--- config.mk ---
export PLATFORM = sky130hd
export DESIGN_NAME = request_manager
export DESIGN_NICKNAME = d
export VERILOG_FILES = /design/src/rtl/elevator_pkg.sv /design/src/rtl/button_conditioner.sv /design/src/rtl/request_manager.sv
export SDC_FILE = /design/constraint.sdc
export NUM_CORES = 1
export LEC_CHECK = 0
export ABC_AREA = 1
export BUFFER_PORTS_ARGS = -buffer_cell sky130_fd_sc_hd__buf_2
export CORE_MARGIN = 1
export CORE_UTILIZATION = 30
export CTS_BUF_LIST = sky130_fd_sc_hd__clkbuf_8
export CTS_CLUSTER_SIZE = 12
export DETAILED_ROUTE_END_ITERATION = 16
export SLEW_MARGIN = 30
export SYNTH_ARGS = -nofsm -noshare
export SYNTH_HDL_FRONTEND = slang
export SYNTH_SLANG_ARGS = --single-unit
--- constraint.sdc ---
create_clock -name clk -period 3.4 [get_ports clk]
set_clock_uncertainty 0.1 [all_clocks]
set_input_delay 0.17 -clock clk [delete_from_list [all_inputs] [get_ports clk]]
set_output_delay 0.17 -clock clk [all_outputs]
set_load 0.05 [all_outputs]
--- src/rtl/elevator_pkg.sv ---
// Shared elevator defaults and the per-floor request state type.
// Revision 1.0
`default_nettype none

package elevator_pkg;

   localparam int NUM_FLOORS_DEF      = 10;
   localparam int FLOOR_WIDTH_DEF     = 4;
   localparam int DEBOUNCE_CYCLES_DEF = 16;

   typedef enum logic {
      REQ_IDLE    = 1'b0,
      REQ_PENDING = 1'b1
   } req_state_t;

endpackage

`default_nettype wire

--- src/rtl/button_conditioner.sv ---
// One call button: 2-flop synchronizer, optional debounce (REQ_DEBOUNCE_EN), rising-edge pulse.
// Revision 1.0
`default_nettype none

module button_conditioner
   import elevator_pkg::*;
`ifdef REQ_DEBOUNCE_EN
#(
   parameter int DEBOUNCE_CYCLES = DEBOUNCE_CYCLES_DEF
)
`endif
(
   input  logic clk,
   input  logic reset_n,
   input  logic button_i,
   output logic pulse_o
);

   logic [1:0] sync_q;

   always_ff @(posedge clk or negedge reset_n) begin
      if (!reset_n) begin
         sync_q <= '0;
      end else begin
         sync_q <= {sync_q[0], button_i};
      end
   end

`ifdef REQ_DEBOUNCE_EN
   localparam int CNT_W = $clog2(DEBOUNCE_CYCLES + 1);
   localparam logic [CNT_W-1:0] CNT_MAX = CNT_W'(DEBOUNCE_CYCLES);

   logic [CNT_W-1:0] cnt_q, cnt_d;
   logic             stable_q, stable_d;

   always_comb begin
      cnt_d = cnt_q;
      if (!sync_q[1]) begin
         cnt_d = '0;
      end else if (cnt_q != CNT_MAX) begin
         cnt_d = cnt_q + CNT_W'(1);
      end
      stable_d = (cnt_q == CNT_MAX);
   end

   always_ff @(posedge clk or negedge reset_n) begin
      if (!reset_n) begin
         cnt_q    <= '0;
         stable_q <= 1'b0;
      end else begin
         cnt_q    <= cnt_d;
         stable_q <= stable_d;
      end
   end

   // Fire only on the first cycle the counter sits at its saturation value.
   assign pulse_o = (cnt_q == CNT_MAX) && !stable_q;
`else
   logic level_q;

   always_ff @(posedge clk or negedge reset_n) begin
      if (!reset_n) begin
         level_q <= 1'b0;
      end else begin
         level_q <= sync_q[1];
      end
   end

   assign pulse_o = sync_q[1] && !level_q;
`endif

endmodule

`default_nettype wire

--- src/rtl/request_manager.sv ---
// Latches conditioned floor calls, retires/flushes them, reports above/below and count.
// Revision 1.0 -- optional debounce via REQ_DEBOUNCE_EN.
`default_nettype none

module request_manager
   import elevator_pkg::*;
#(
   parameter int NUM_FLOORS  = NUM_FLOORS_DEF,
   parameter int FLOOR_WIDTH = FLOOR_WIDTH_DEF
`ifdef REQ_DEBOUNCE_EN
   ,
   parameter int DEBOUNCE_CYCLES = DEBOUNCE_CYCLES_DEF
`endif
) (
   input  logic                   clk,
   input  logic                   reset_n,
   input  logic [NUM_FLOORS-1:0]  call_buttons,
   input  logic                   emergency_stop,
   input  logic [FLOOR_WIDTH-1:0] current_floor,
   input  logic                   clear_current_request,
   output logic [NUM_FLOORS-1:0]  floor_requests,
   output logic                   has_request_above,
   output logic                   has_request_below,
   output logic [FLOOR_WIDTH:0]   request_count
);

   logic [NUM_FLOORS-1:0] edge_pulse;
   logic [NUM_FLOORS-1:0] clr_vec;
   req_state_t            state_q [NUM_FLOORS];
   req_state_t            state_d [NUM_FLOORS];
   logic [FLOOR_WIDTH:0]  count_q, count_d;

   for (genvar g = 0; g < NUM_FLOORS; g++) begin : g_floor
`ifdef REQ_DEBOUNCE_EN
      button_conditioner #(
         .DEBOUNCE_CYCLES (DEBOUNCE_CYCLES)
      ) u_cond (
`else
      button_conditioner u_cond (
`endif
         .clk      (clk),
         .reset_n  (reset_n),
         .button_i (call_buttons[g]),
         .pulse_o  (edge_pulse[g])
      );

      assign floor_requests[g] = (state_q[g] == REQ_PENDING);
   end

   // A floor out of range never matches any index, so such a clear is a no-op.
   always_comb begin
      clr_vec = '0;
      for (int i = 0; i < NUM_FLOORS; i++) begin
         clr_vec[i] = emergency_stop ||
                      (clear_current_request && (int'(current_floor) == i));
      end
   end

   // Clear beats a same-cycle set: the door is already open at that floor.
   always_comb begin
      for (int i = 0; i < NUM_FLOORS; i++) begin
         state_d[i] = state_q[i];
         if (clr_vec[i]) begin
            state_d[i] = REQ_IDLE;
         end else if ((state_q[i] == REQ_IDLE) && edge_pulse[i]) begin
            state_d[i] = REQ_PENDING;
         end
      end
   end

   always_comb begin
      count_d = '0;
      for (int i = 0; i < NUM_FLOORS; i++) begin
         count_d = count_d + {{FLOOR_WIDTH{1'b0}}, (state_d[i] == REQ_PENDING)};
      end
   end

   always_ff @(posedge clk or negedge reset_n) begin
      if (!reset_n) begin
         for (int i = 0; i < NUM_FLOORS; i++) begin
            state_q[i] <= REQ_IDLE;
         end
         count_q <= '0;
      end else begin
         for (int i = 0; i < NUM_FLOORS; i++) begin
            state_q[i] <= state_d[i];
         end
         count_q <= count_d;
      end
   end

   assign request_count = count_q;

   always_comb begin
      has_request_above = 1'b0;
      has_request_below = 1'b0;
      for (int i = 0; i < NUM_FLOORS; i++) begin
         if (floor_requests[i] && (i > int'(current_floor))) begin
            has_request_above = 1'b1;
         end
         if (floor_requests[i] && (i < int'(current_floor))) begin
            has_request_below = 1'b1;
         end
      end
   end

endmodule

`default_nettype wire

==> out/metrics.yaml <==
global_route:
  grt_pass1_vias: 1280
  grt-ovfl-total: 0
  grt_max_degree: 45
  grt_first_pass_wirelength_um: 5880
  grt_usage_pct: 12.6
  antenna_found_initial: 0
synthesis:
  synthAdderAreaFrac_pct: 8.11
  ys_warn_count: 0
  muxShareOfSynthArea_pct: 0
  synthSimpleGateAreaFrac_pct: 14.5
  syn_area_per_cell_sq_um: 10.2
  synth_edf_count: 0
  synth_xor_area_share_pct: 0.489
  syn_nets: 202
  yosys-top-cells-count: "44 x dfrtp_1, 36 x inv_1, 28 x nand2_1, 19 x nor2_1, 11 x a21oi_1"
  yosysMostFrequentCell: "dfrtp_1"
  synth_compound_area_share_pct: 6.85
  synthCells: 176
  synth_seq_cells: 44
  synth_top_family_by_area: "simple AND/OR/NAND/NOR gates"
  ys_top_cells_by_area: "dfrtp_1 61%, inv_1 7.5%, fa_1 6.7%"
  synth_area_leader_cell: "dfrtp_1"
  synthArstFlopShare_pct: 100
  synth_top_area_share_pct: 61.5
  synthDistinctLibCells: 19
  synth-main-ff-cell: "dfrtp_1"
  synthesis.area_sq_mm: 0.00179
  yosysSeqAreaShare_pct: 61.5
clocking:
  cts_max_level: 2
  cts_tree: "built"
  root_buffer: "clkbuf_8"
  clock-sinks: 44
  clk_path_buf_depth: 2
  numCtsBuffers: 5
  insertion_delay_ns: 0.29
  clkTransAtPathRegs_ns: 0.08
critical_path:
  critPathTopFamily: "adder cells"
  arrival_ns: 3.29
  required_ns: 3.48
  worstSetupPathType: "reg -> reg"
  cpMaxStageDelayCell: "fa_1"
  cp_max_fo: 2
  endpoint_kind: "flop"
  crit_path_start_kind: "flop"
  critPathBufInv: 5
  path_cells: "inv_1 > a21oi_2 > nor3_1 > buf_4 > fa_1 > fa_1 > inv_1 > fa_1 > inv_1 > ha_1 > inv_1 > fa_1 > xor2_1"
  max_stage_delay_ns: 0.50
timing:
  worstMarginPinSlew_ns: 0.538
  relSlewSlack_pct: 64.1
  slew_violations: 0
  max_freq_ghz: 0.311
  rsz0062_at_grt: "false"
  hold_ws_ns: 0.0771
  finalSetupTns_ns: 0
  period_share_pct: 94.5
  setup_viol: 0
  final.min_clock_period_ns: 3.21
  hold_viol_final: 0
die:
  row_count: 27
  die-height_um: 79.3
  core_area_sq_mm: 0.00564
  die_x_um: 79.3
  dieArea_sq_mm: 0.00628
  initial_utilization_pct: 31.7
  io_pins: 35
status:
  outcome: "finished, final reports clean"
layout:
  fillers: 583
  nets: 261
  syn_to_final_growth_pct: 30.4
  drive_above_1_share_pct: 23.7
  antenna_cells: 0
worst_hold_path:
  hold_path_class: "in -> reg"
routing:
  drc_errors: 0
  vias: 1276
  first_iter_violations: 50
  avgRoutedWirePerCell_um: 11.2
  drt_wl_total_um: 3460
  detail-route-antenna-nets: 0
  routed_via_density: 4.14
  dr.pass1.iters: 4
power:
  ir_drop_v: 0.000242
  p_leak_nw: 1.22
  pwr_density_cell_mw_per_mm2: 539
place:
  gp_congestion: 0.832
  dp_hpwl_um: 2630
  io_buffers: 33
flow_run:
  drv_cap: 0
[metrics by stage]
stage / setup slack [ns] / instance area (sq um) / utilization (%) / instances / power, W
final: 0.188 / 2330 / 41.4 / 308 / 0.00126
after global routing: 0.000546 / 2330 / 41.4 / 308 / 0.00133
after CTS: 0.0648 / 2310 / 40.9 / 306 / 0.00128
after detailed placement: -0.0357 / 2090 / 37.1 / 287 / 0.000880
after global placement: -0.0264 / 2090 / 37.1 / 287 / 0.000877
after floorplan: 0.0134 / 1790 / - / 176 / 0.000789
[cell families after synthesis]
logic type | Yosys count
other | 1
flip-flops | 44
buffers and inverters | 39
AO/OA/AOI/OAI | 22
adder cells (fa/ha/maj) | 8
AND/OR/NAND/NOR | 61
XOR/XNOR | 1
[layout make-up]
cell class,instances,area (sq um),area share [%]
flip-flops and latches,44,1100,47.2
multi-input cells,93,548,23.5
repair buffers,53,345,14.8
inverters,38,143,6.11
well taps,72,90.1,3.86
clock buffers,5,68.8,2.95
clock inverters,3,38.8,1.66
[sequential cells by signal, indices dropped and copies added (netlist names)]
| name | cells |
|---|---|
| g_floor.u_cond.sync_q | 20 |
| floor_requests | 10 |
| g_floor.u_cond.level_q | 10 |
| request_count | 4 |
[timing repair]
action	in CTS	in global routing
setup endpoints to repair	0	2
hold buffers	11	0
setup buffers	0	2
resized for setup	0	2
endpoints found under the hold margin	54	0
[placed cells by master, fill, tap and decap left out]
| cell | n |
|---|---|
| xor2_1 | 1 |
| clkinv_2 | 1 |
| a31oi_1 | 1 |
| nor2_4 | 2 |
| nand2_1 | 28 |
| dlygate4sd3_1 | 11 |
| a21oi_2 | 1 |
| clkbuf_8 | 5 |
| inv_2 | 2 |
| fa_1 | 6 |
| buf_2 | 32 |
| nor2_1 | 19 |
| buf_4 | 10 |
| dfrtp_1 | 44 |
| nand3_1 | 10 |
| nor3_1 | 2 |
| conb_1 | 1 |
| bufinv_16 | 1 |
| o21ai_0 | 6 |
| o21ai_2 | 1 |
| o21bai_1 | 1 |
| ha_1 | 2 |
| a211oi_1 | 1 |
| a21oi_1 | 10 |
| inv_1 | 37 |
| a211oi_2 | 1 |
[worst paths after layout]
| path | startpoint | end | slack (ns) | cells after the start |
|---|---|---|---|---|
| worst max-delay path | g_floor[2].u_cond.level_q$_DFF_PN0_ | request_count[2]$_DFF_PN0_ | 0.19 | 13 |
| worst min-delay path | emergency_stop | floor_requests[0]$_DFF_PN0_ | 0.08 | 2 |
| worst max register to register | g_floor[2].u_cond.level_q$_DFF_PN0_ | request_count[2]$_DFF_PN0_ | 0.19 | 13 |
| worst min register to register | g_floor[1].u_cond.sync_q[0]$_DFF_PN0_ | g_floor[1].u_cond.sync_q[1]$_DFF_PN0_ | 0.24 | 0 |
| max in group asynchronous | reset_n | g_floor[1].u_cond.sync_q[0]$_DFF_PN0_ | 2.52 | 2 |
| min in group asynchronous | reset_n | g_floor[8].u_cond.sync_q[0]$_DFF_PN0_ | 0.30 | 2 |
[power breakdown]
group	switching [W]	total (W)	internal, W	leakage, nW
sequential	0.0000173	0.000582	0.000565	0.532
combinational	0.000205	0.000295	0.0000896	0.625
clock	0.000165	0.000380	0.000215	0.0593
total	0.000388	0.00126	0.000869	1.22
[per-layer routing]
metal	global-route usage [%]	vias to the layer above	share of wire, %
met3	4.02	5	6.3
met5	0	-	0
met4	4.73	0	1.4
met1	16.4	589	47
met2	19.5	37	45
li1	-	645	-
Power figures use the tool's default switching activity.
